`src/rtl/bip_control.sv`:
```
// Multi-cycle FETCH/DECODE/MEM/EXEC control and accumulator unit for the
// 16-bit accumulator processor; drives the downstream ALU and both memories.
module bip_control #(
  parameter int PC_W   = 11,
  parameter int DATA_W = 16
) (
  input  logic              clk,
  input  logic              rst_n,
  input  logic              run,
  output logic [PC_W-1:0]   prog_addr,
  input  logic [DATA_W-1:0] prog_data,
  output logic [PC_W-1:0]   data_addr,
  input  logic [DATA_W-1:0] data_rd,
  output logic [DATA_W-1:0] data_wr,
  output logic              data_wr_en,
  output logic [DATA_W-1:0] alu_a,
  output logic [DATA_W-1:0] alu_b,
  output logic              alu_op,
  input  logic [DATA_W-1:0] alu_result,
  output logic [DATA_W-1:0] acc,
  output logic              halted,
  output logic [15:0]       cycle_count,
  output logic [2:0]        state_dbg
);

  typedef enum logic [2:0] {
    S_FETCH  = 3'd0,
    S_DECODE = 3'd1,
    S_MEM    = 3'd2,
    S_EXEC   = 3'd3,
    S_HALT   = 3'd4
  } state_t;

  localparam logic [4:0] OP_HLT  = 5'b00000;
  localparam logic [4:0] OP_STO  = 5'b00001;
  localparam logic [4:0] OP_LD   = 5'b00010;
  localparam logic [4:0] OP_LDI  = 5'b00011;
  localparam logic [4:0] OP_ADD  = 5'b00100;
  localparam logic [4:0] OP_ADDI = 5'b00101;
  localparam logic [4:0] OP_SUB  = 5'b00110;
  localparam logic [4:0] OP_SUBI = 5'b00111;

  state_t            state_q, state_d;
  logic [PC_W-1:0]   pc_q, pc_d;
  logic [DATA_W-1:0] ir_q, ir_d;
  logic [DATA_W-1:0] acc_q, acc_d;
  logic [15:0]       cnt_q, cnt_d;

  logic [4:0]        opcode;
  logic [4:0]        fetch_opcode;
  logic [DATA_W-1:0] imm;

  assign opcode       = ir_q[DATA_W-1 -: 5];
  assign fetch_opcode = prog_data[DATA_W-1 -: 5];
  assign imm          = {{(DATA_W-PC_W){ir_q[PC_W-1]}}, ir_q[PC_W-1:0]};

  always_ff @(posedge clk or negedge rst_n) begin
    if (!rst_n) begin
      state_q <= S_FETCH;
      pc_q    <= '0;
      ir_q    <= '0;
      acc_q   <= '0;
      cnt_q   <= '0;
    end else begin
      state_q <= state_d;
      pc_q    <= pc_d;
      ir_q    <= ir_d;
      acc_q   <= acc_d;
      cnt_q   <= cnt_d;
    end
  end

  always_comb begin
    state_d = state_q;
    pc_d    = pc_q;
    ir_d    = ir_q;
    acc_d   = acc_q;
    case (state_q)
      S_FETCH: begin
        if (run) state_d = S_DECODE;
      end
      S_DECODE: begin
        ir_d = prog_data;
        if (fetch_opcode == OP_LD || fetch_opcode == OP_ADD || fetch_opcode == OP_SUB)
          state_d = S_MEM;
        else
          state_d = S_EXEC;
      end
      S_MEM: begin
        state_d = S_EXEC;
      end
      S_EXEC: begin
        if (opcode == OP_HLT) begin
          state_d = S_HALT;
        end else begin
          state_d = S_FETCH;
          pc_d    = pc_q + PC_W'(1);
          case (opcode)
            OP_LD:   acc_d = data_rd;
            OP_LDI:  acc_d = imm;
            OP_ADD, OP_ADDI, OP_SUB, OP_SUBI: acc_d = alu_result;
            default: acc_d = acc_q;
          endcase
        end
      end
      S_HALT: begin
        state_d = S_HALT;
      end
      default: begin
        state_d = S_FETCH;
      end
    endcase
  end

  // Stalled FETCH cycles and HALT are not execution cycles.
  always_comb begin
    cnt_d = cnt_q;
    if (state_q != S_HALT && !(state_q == S_FETCH && !run) && cnt_q != 16'hFFFF)
      cnt_d = cnt_q + 16'd1;
  end

  always_comb begin
    alu_b  = '0;
    alu_op = 1'b1;
    case (opcode)
      OP_ADD:  alu_b = data_rd;
      OP_ADDI: alu_b = imm;
      OP_SUB:  begin alu_b = data_rd; alu_op = 1'b0; end
      OP_SUBI: begin alu_b = imm;     alu_op = 1'b0; end
      default: begin alu_b = '0;      alu_op = 1'b1; end
    endcase
  end

  // The strobe decodes straight from state, so an async reset kills it at once.
  assign data_wr_en  = (state_q == S_EXEC) && (opcode == OP_STO);
  assign prog_addr   = pc_q;
  assign data_addr   = ir_q[PC_W-1:0];
  assign data_wr     = acc_q;
  assign alu_a       = acc_q;
  assign acc         = acc_q;
  assign halted      = (state_q == S_HALT);
  assign cycle_count = cnt_q;
  assign state_dbg   = state_q;

endmodule

```
`config.mk`:
```
export PLATFORM = sky130hd
export DESIGN_NAME = bip_control
export DESIGN_NICKNAME = d
export VERILOG_FILES = /design/src/rtl/bip_control.sv
export SDC_FILE = /design/constraint.sdc
export NUM_CORES = 1
export LEC_CHECK = 0
export ABC_AREA = 1
export BUFFER_PORTS_ARGS = -buffer_cell sky130_fd_sc_hd__buf_2
export CAP_MARGIN = 20
export CORE_MARGIN = 5
export CORE_UTILIZATION = 30
export CTS_CLUSTER_SIZE = 20
export DETAILED_ROUTE_END_ITERATION = 16
export SYNTH_ARGS = -nofsm -noshare
export SYNTH_HDL_FRONTEND = slang
export SYNTH_SLANG_ARGS = --single-unit
```
`constraint.sdc`:
```
create_clock -name clk -period 2.9 [get_ports clk]
set_input_delay 0.29 -clock clk [delete_from_list [all_inputs] [get_ports clk]]
set_output_delay 0.29 -clock clk [all_outputs]
set_load 0.05 [all_outputs]
```
Yosys cells after proc, flatten, opt, wreduce, memory -nomap -nowiden
Cells that the tools add are included.

cells by class
  add/sub/neg operators = 2
  multiply operators = 0
  div/mod/pow operators = 0
  order comparisons = 0
  equality and inequality tests = 17
  shift-type cells = 0
  mux-type cells = 7
  bitwise logic cells = 1
  reductions and logical operators = 17

operators with widths
  kind                                                 number
  case mux 16 bit (3 select lines)                     1
  case mux 16 bit (2 select lines)                     1
  equality test 5 x 3 -> 1 bit, second input constant  6
  adder 16 x 1 -> 16 bit, second input constant        1
  != test 16 bit, second input constant                1
  equality test 5 x 2 -> 1 bit, second input constant  3
  case mux 3 bit (5 select lines)                      1
  adder 11 x 1 -> 11 bit, second input constant        1
  equality test 3 x 2 -> 1 bit, second input constant  2
  two-way mux 3 bit                                    2
  OR reduction 2 bit                                   3
  equality test 5 x 1 -> 1 bit, second input constant  1
  zero test 5 bit                                      1
  logical AND 1 bit                                    4
  OR reduction 4 bit                                   1
  equality test 3 x 1 -> 1 bit, second input constant  1
  equality test 3 bit, second input constant           1
  zero test 3 bit                                      1
  != test 3 bit, second input constant                 1
  AND reduction 3 bit                                  1
  nonzero test 3 bit                                   1
  zero test 1 bit                                      2
  logical OR 1 bit                                     2
  two-way mux 1 bit                                    2
  3 further kinds                                      3

word-level totals
  flip-flop bits (word level) = 62
  latch bits = 0
  RAM bits = 0
  ROM bits = 0
  input port bits = 51
  output and inout port bits = 108
  memories = 0

Logic depth before layout (Yosys ltp)
Gate-level depths: netlist of run 1.

  depth after elaboration = 5
  gate-level depth with buffers = 9
  mapped depth without buffers = 8

Least setup slack after synthesis of run 1
Ideal clock, no wire load.

  path kind = register to output
  start point = register state_q[2], in the netlist state_dbg[2]
  end point = output port data_wr_en
  arrival time = 2041 ps
  data required time = 2610 ps
  path slack = 569 ps
  cell stages (with the launch flop) = 6
  buffers on the path = 0
  path through = dfrtp_1 > inv_2 > nand3_1 > inv_1 > nand3_1 > nor3_1

on the way
  cells in the longest elaborated chain, start to end = 2

ends and longest elaborated chain
  item                          line  text
  from (decl)                   43    state_t state_q, state_d;
  from (signal assigned)        65    state_q <= state_d;
  equality test 3 x 2 -> 1 bit  135   assign data_wr_en = (state_q == S_EXEC) && (opcode == OP_STO);
  logical AND 1 bit             135
  to (decl)                     15    output logic data_wr_en,

Every way passes these cells.

Worst setup path after layout of run 1
  start point = register ir_q[14]
  end point = output port alu_b[13]

on the way
  cells in the longest elaborated chain, start to end = 3
  elaborated cells on any way between the ends = 7

ends and longest elaborated chain
  item                                line  text
  from (decl)                         45    logic [DATA_W-1:0] ir_q, ir_d;
  from (signal assigned)              67    ir_q <= ir_d;
  equality test 5 x 3 -> 1 bit        125   case (opcode)
  OR reduction 2 bit (no line)        n/a
  case mux 16 bit (2 select lines) *  125
  to (decl)                           17    output logic [DATA_W-1:0] alu_b,

Mark *: on every way between the ends. The rest lies on a longest branch, timed or not.

==> results.md, run 1 <==
* Status: complete, no violations
* CTS tree: built
* Commonest cells in the netlist: nand2_1 (190), dfrtp_1 (62), nand3_1 (57)
* Max transition margin at a little under half
* Core footprint at approximately 13,000 sq um
* Routed wire length per instance at roughly 14 um
* Clk_lat worst skew at 330 ps
* Die Y at 123 um
* FMAX at 388 MHz
* Placed wire-length estimate after detailed placement at 8.88 mm
* Critical Path Start Type: register
* Sequential share of the synthesized area at 40.8%
* Min Tclk post-route at around 2600 ps
* Transition time at the pin with the least slew margin at 815 ps
* Setup fix buffers added after clock tree synthesis at 0
* Number of antenna violations at the first check in global routing at 1
* Setup-failing EPs final at 0
* Number of buffers between clock root and the deepest sink at 2
* Final routed DRC violation total at 0
* Overall fraction of global-route tracks in use at approximately 15%
* Share of the synthesized area in the top cell type at 40.8%
* Clk pin slew, worst setup/hold paths at 50 ps
* Most repeated cell in the gate-level netlist after synthesis: nand2_1
* Power per Cell Area at ~1300 nW/um^2
* Final Wtd Congestion at around 0.86
* Critical path fanouts, max at 17
* Post-synth design cell area at about 3800 sq um
* First-iteration detailed-routing DRC count at ~180
* Library cells used by synthesis at 30
* Number of nets in the layout at 694
* Kind of capture point of the worst setup path: primary output
* Yosys warning total at 0
* Flop pwr share at 25.4%
* Final worst setup slack at roughly 330 ps
* Count of pins over their slew limit at 0
* Final Hold Vio Count at 0
* Root Buffer: clkbuf_16
* Cell row count at between 40 and 50
* Setup repair after global routing missed its margin: false
* Flip-flop cell with the highest count after synthesis: dfrtp_1
* Cell type with the highest aggregate area in the netlist: dfrtp_1
* Crit Path Class: reg -> out
* Max IR drop VDD at between 0.4 and 0.5 mV
* Gate power share at approximately three fifths
* Total overflow reported by the global router at 0
* Post-DR vias/cell at around 4.6
* Initial core utilization at 30.4%
* Number of clock buffers inserted by TritonCTS at 9
* First-pass GRT wire length at ~17 mm
* Leakage Power at roughly 2.5 nW
* Post-Place Worst Slack at 672 ps
* Required time reported for the critical path endpoint at 2610 ps
* Proportion of total power due to net switching at between 50% and 60%
* Maximum number of pins on one net before global-route repair at 63
* DRT Wirelength at 11.2 mm
* Number of antenna-violating nets in the routed design at 0
* Number of flops mapped to enable cells by yosys at 0
* Setup total negative slack at 0 ps
* CP Data Arrival Time at roughly 2300 ps
* Sink count of the clock tree at between 60 and 70
* Die Outline Area at about 15,000 sq um
* Htree depth at 3
* Async set-reset flop share out of synthesis at 100%
* Count of mapped cells out of synthesis at approximately 520
* Hold Path Class: in -> async
* Resize count post-CTS at 0
* Syn_nets at approximately 580
* Via count at between 3,000 and 4,000
* Internal power at approximately 2.6 mW
* Period utilisation layout at 88.8%
* Number of I/O pins at ~160
* Proportion of layout cells with a drive suffix above 1 at 30.9%
* Ranking of synthesized cells by area: dfrtp_1 (41%), nand2_1 (19%), buf_4 (8.5%)
* Synth-to-Final Area Change at 24.1%
* Setup skew after layout at between 8 and 9 ps
* First-pass iteration count of the detailed router at 4
* Total power consumption of the routed design at ~6.2 mW
* Hold-fix buffers, CTS at 0
* Flip-flop and latch count after synthesis at 62
* Synthesized area per cell at 7.26 sq um
* Maximum Capacitance Violations at 0
* Number of inserted diodes at 0
* Number of global-route vias before repair at around 3,600
* Die W at roughly 120 um
* PortBufs at 158
* Clk pwr share at roughly 16%
* NetSw at 3.60 mW
-- critical path, cell delays in order, from the launching register on --
cell     delay, ps
dfrtp_1        370
inv_1          110
nand3_2        320
inv_2          140
nand2_1        120
inv_1          270
nand2_1        230
nand2_1        130
buf_2          270
-- metal layers --
layer	track usage (%)	vias up	wire length [um]
li1	-	1854	-
met1	16.8	1722	4590
met2	25.8	143	5390
met3	4.79	12	1090
met4	5.60	2	147
met5	0	-	13
-- final timing paths --
path | startpoint | endpoint | slack (ps) | cells past startpoint
min in group clk | prog_data[6] | ir_q[6]$_DFFE_PN0P_ | 200 | 2
max in group asynchronous | rst_n | ir_q[10]$_DFFE_PN0P_ | 2230 | 2
worst min-delay path | rst_n | prog_addr[1]$_DFFE_PN0P_ | 150 | 2
worst max-delay path | ir_q[14]$_DFFE_PN0P_ | alu_b[13] | 330 | 8
worst max register to register | cycle_count[0]$_DFFE_PN0P_ | cycle_count[13]$_DFFE_PN0P_ | 950 | 8
worst min register to register | prog_addr[3]$_DFFE_PN0P_ | prog_addr[3]$_DFFE_PN0P_ | 520 | 1
-- power groups by stage --
stage / clock (mW) / sequential [mW] / combinational, mW
after floorplan: 0 / 2.21 / 2.54
after global placement: 0 / 1.57 / 3.68
after detailed placement: 0 / 1.59 / 3.69
after CTS: 0.986 / 1.58 / 3.70
after global routing: 1.03 / 1.62 / 3.89
final: 0.957 / 1.57 / 3.66
-- registers in the layout, summed over array words and instances (netlist names) --
signal	flops
state_dbg	3
acc	16
ir_q	16
cycle_count	16
prog_addr	11
-- kinds of logic after synthesis --
| logic type | synth area share (%) |
|---|---|
| xor+xnor | 2.99 |
| fa+ha+maj | 0.658 |
| flops | 40.8 |
| simple gates | 34.6 |
| mux | 2.66 |
| buf+inv | 14.2 |
| compound gates | 4.08 |
-- cells in the final DEF, fill, tap and decap left out --
master	n
clkinv_2	2
mux2_2	9
nand3b_1	2
nor3_2	1
nor2_4	1
o21ai_0	17
xor2_1	6
clkinv_1	1
nand3_1	57
nand2_1	190
a21o_1	1
nand4_1	7
buf_4	5
nand3_2	2
inv_4	1
xnor2_1	7
dfrtp_1	62
nor2_2	1
o22ai_1	1
nor3_1	3
clkbuf_16	9
ha_1	2
clkbuf_8	2
inv_2	4
nand2_2	3
a21oi_1	8
o21ai_4	1
buf_2	158
nor2_1	47
inv_1	32
nor4_1	1
-- stage by stage --
step / util [%] / area [sq um] / hold WS [ps] / cells
CTS: 37.7 / 4720 / 181 / 815
detailed placement: 35.6 / 4460 / 509 / 802
finish: 37.7 / 4720 / 148 / 815
floorplan: - / 3800 / -5.59 / 524
global placement: 35.6 / 4460 / 496 / 802
global route: 37.7 / 4720 / 196 / 815
-- final cells by class --
class	instances	area [sq um]
clock buffer	11	253
clock inverter	2	10.0
fill	1352	7800
inverter	38	145
multi-input combinational	367	1720
sequential	62	1550
tap	172	215
timing repair buffer	163	828
Power figures use the tool's default switching activity.
==> run 2: changes to the inputs <==
--- a/config.mk
+++ b/config.mk
@@ -10,6 +10,7 @@
 export CAP_MARGIN = 20
 export CORE_MARGIN = 5
 export CORE_UTILIZATION = 30
+export CTS_BUF_LIST = sky130_fd_sc_hd__clkbuf_8
 export CTS_CLUSTER_SIZE = 20
 export DETAILED_ROUTE_END_ITERATION = 16
 export SYNTH_ARGS = -nofsm -noshare
==> results.md, run 2 (synthesis gave the netlist of run 1 again) <==
* Status: complete, no violations (unchanged)
* Die Y at 123 um (unchanged)
* Count of pins over their slew limit at 0 (unchanged)
* Period utilisation layout at 90.1% (was 88.8%)
* Core footprint at 12,500 sq um (unchanged)
* Critical path fanouts, max at 17 (unchanged)
* Max transition margin at 46.0% (was 45.6%)
* Via count at 3,743 (was 3,733)
* Root Buffer: clkbuf_8 (was clkbuf_16)
* Filler-free cell count of the finished design at 815 (unchanged)
* Hold-fix buffers, CTS at 0 (unchanged)
* Placed wire-length estimate after detailed placement at 8.88 mm (unchanged)
* Placed Instances at 802 (unchanged)
* Number of buffers between clock root and the deepest sink at 2 (unchanged)
* Power per Cell Area at 1280 nW/um^2 (was 1310 nW/um^2)
* Htree depth at 3 (unchanged)
* Total overflow reported by the global router at 0 (unchanged)
* Number of inserted diodes at 0 (unchanged)
* Commonest non-fill, non-tap cells in the layout: nand2_1 (190), buf_2 (158), dfrtp_1 (62) (unchanged)
* Crit Path Class: reg -> out (unchanged)
* Max IR drop VDD at 0.469 mV (was 0.486 mV)
* Leakage Power at 2.48 nW (was 2.53 nW)
* Die Outline Area at 15,000 sq um (unchanged)
* Maximum number of pins on one net before global-route repair at 63 (unchanged)
* Initial core utilization at 30.4% (unchanged)
* Final Hold Vio Count at 0 (unchanged)
* Hold Path Class: in -> async (unchanged)
* CP Data Arrival Time at 2320 ps (was 2280 ps)
* Number of antenna-violating nets in the routed design at 0 (unchanged)
* Setup repair after global routing missed its margin: false (unchanged)
* Final Wtd Congestion at 0.856 (unchanged)
* First-pass iteration count of the detailed router at 4 (unchanged)
* Post-DR vias/cell at 4.59 (was 4.58)
* First-pass GRT wire length at 17.4 mm (was 17.5 mm)
* Worst Hold Margin at 128 ps (was 148 ps)
* Number of clock buffers inserted by TritonCTS at 9 (unchanged)
* Setup skew after layout at 7.11 ps (was 8.26 ps)
* Setup total negative slack at 0 ps (unchanged)
* Number of antenna violations at the first check in global routing at 1 (unchanged)
* Die W at 123 um (unchanged)
* Resize count post-CTS at 0 (unchanged)
* Clk pin slew, worst setup/hold paths at 70 ps (was 50 ps)
* Kind of capture point of the worst setup path: primary output (unchanged)
* Cell row count at 41 (unchanged)
* Commonest non-fill, non-tap cell in the layout: nand2_1 (unchanged)
* First-iteration detailed-routing DRC count at 157 (was 176)
* Number of nets in the layout at 694 (unchanged)
* Final routed DRC violation total at 0 (unchanged)
* Maximum Capacitance Violations at 0 (unchanged)
* Min Tclk post-route at 2610 ps (was 2570 ps)
* Clk_lat worst skew at 340 ps (was 330 ps)
* Critical Path Start Type: register (unchanged)
* DRT Wirelength at 11.2 mm (about the same)
* Transition time at the pin with the least slew margin at 810 ps (was 815 ps)
* Routed wire length per instance at 13.8 um (about the same)
* FMAX at 383 MHz (was 388 MHz)
* Synth-to-Final Area Change at 21.4% (was 24.1%)
* Number of I/O pins at 159 (unchanged)
* Proportion of layout cells with a drive suffix above 1 at 30.9% (unchanged)
* Required time reported for the critical path endpoint at 2610 ps (about the same)
* PortBufs at 158 (unchanged)
* Setup-failing EPs final at 0 (unchanged)
* Overall fraction of global-route tracks in use at 14.8% (about the same)
* Number of global-route vias before repair at 3,620 (was 3,622)
* Setup fix buffers added after clock tree synthesis at 0 (unchanged)
* CTS tree: built (unchanged)
* Sink count of the clock tree at 62 (unchanged)
## run 2: path summary, 6_finish.rpt
path / endpoint / cells past startpoint / from / slack (ps)
max in group asynchronous: acc[2]$_DFFE_PN0P_ / 2 / rst_n / 2250
worst min-delay path: prog_addr[1]$_DFFE_PN0P_ / 2 / rst_n / 130
worst max-delay path: alu_b[11] / 8 / ir_q[14]$_DFFE_PN0P_ / 290
min in group clk: ir_q[6]$_DFFE_PN0P_ / 2 / prog_data[6] / 180
worst max register to register: cycle_count[13]$_DFFE_PN0P_ / 8 / cycle_count[0]$_DFFE_PN0P_ / 940
worst min register to register: prog_addr[4]$_DFFE_PN0P_ / 1 / prog_addr[4]$_DFFE_PN0P_ / 520
## run 2: area by class of cell
class                           count  area, sq um
Clock inverter                      2         10.0
Inverter                           38          145
Multi-Input combinational cell    367         1720
Tap cell                          172          215
Clock buffer                       11          151
Timing Repair Buffer              163          828
Fill cell                        1370         7900
Sequential cell                    62         1550
## run 2: worst max-delay path: stages (launching register included)
cell	delay, ps
dfrtp_1	370
inv_1	110
nand3_2	330
inv_2	140
nand2_1	130
inv_1	280
nand2_1	230
nand2_1	130
buf_2	270
## run 2: routing by layer
metal  vias to the layer above  track usage (%)  share of wire (%)
met5                         -                0               0.12
met4                         2             5.81                1.6
met3                        14             4.79                9.9
met2                       151             25.8                 48
met1                      1723             16.6                 41
li1                       1853                -                  -
## run 2: where the power goes
group / switching [mW] / leakage, nW / internal (mW)
sequential: 0.376 / 0.756 / 1.19
clock: 0.317 / 0.0869 / 0.339
combinational: 2.88 / 1.64 / 0.783
total: 3.57 / 2.48 / 2.31
## run 2: per-stage QoR
step	area [sq um]	util [%]	worst slack (ps)	power [mW]
global placement	4460	35.6	736	5.24
CTS	4620	36.9	280	5.96
global route	4620	36.9	63.9	6.24
finish	4620	36.9	286	5.89
detailed placement	4460	35.6	672	5.28
floorplan	3800	-	569	4.75
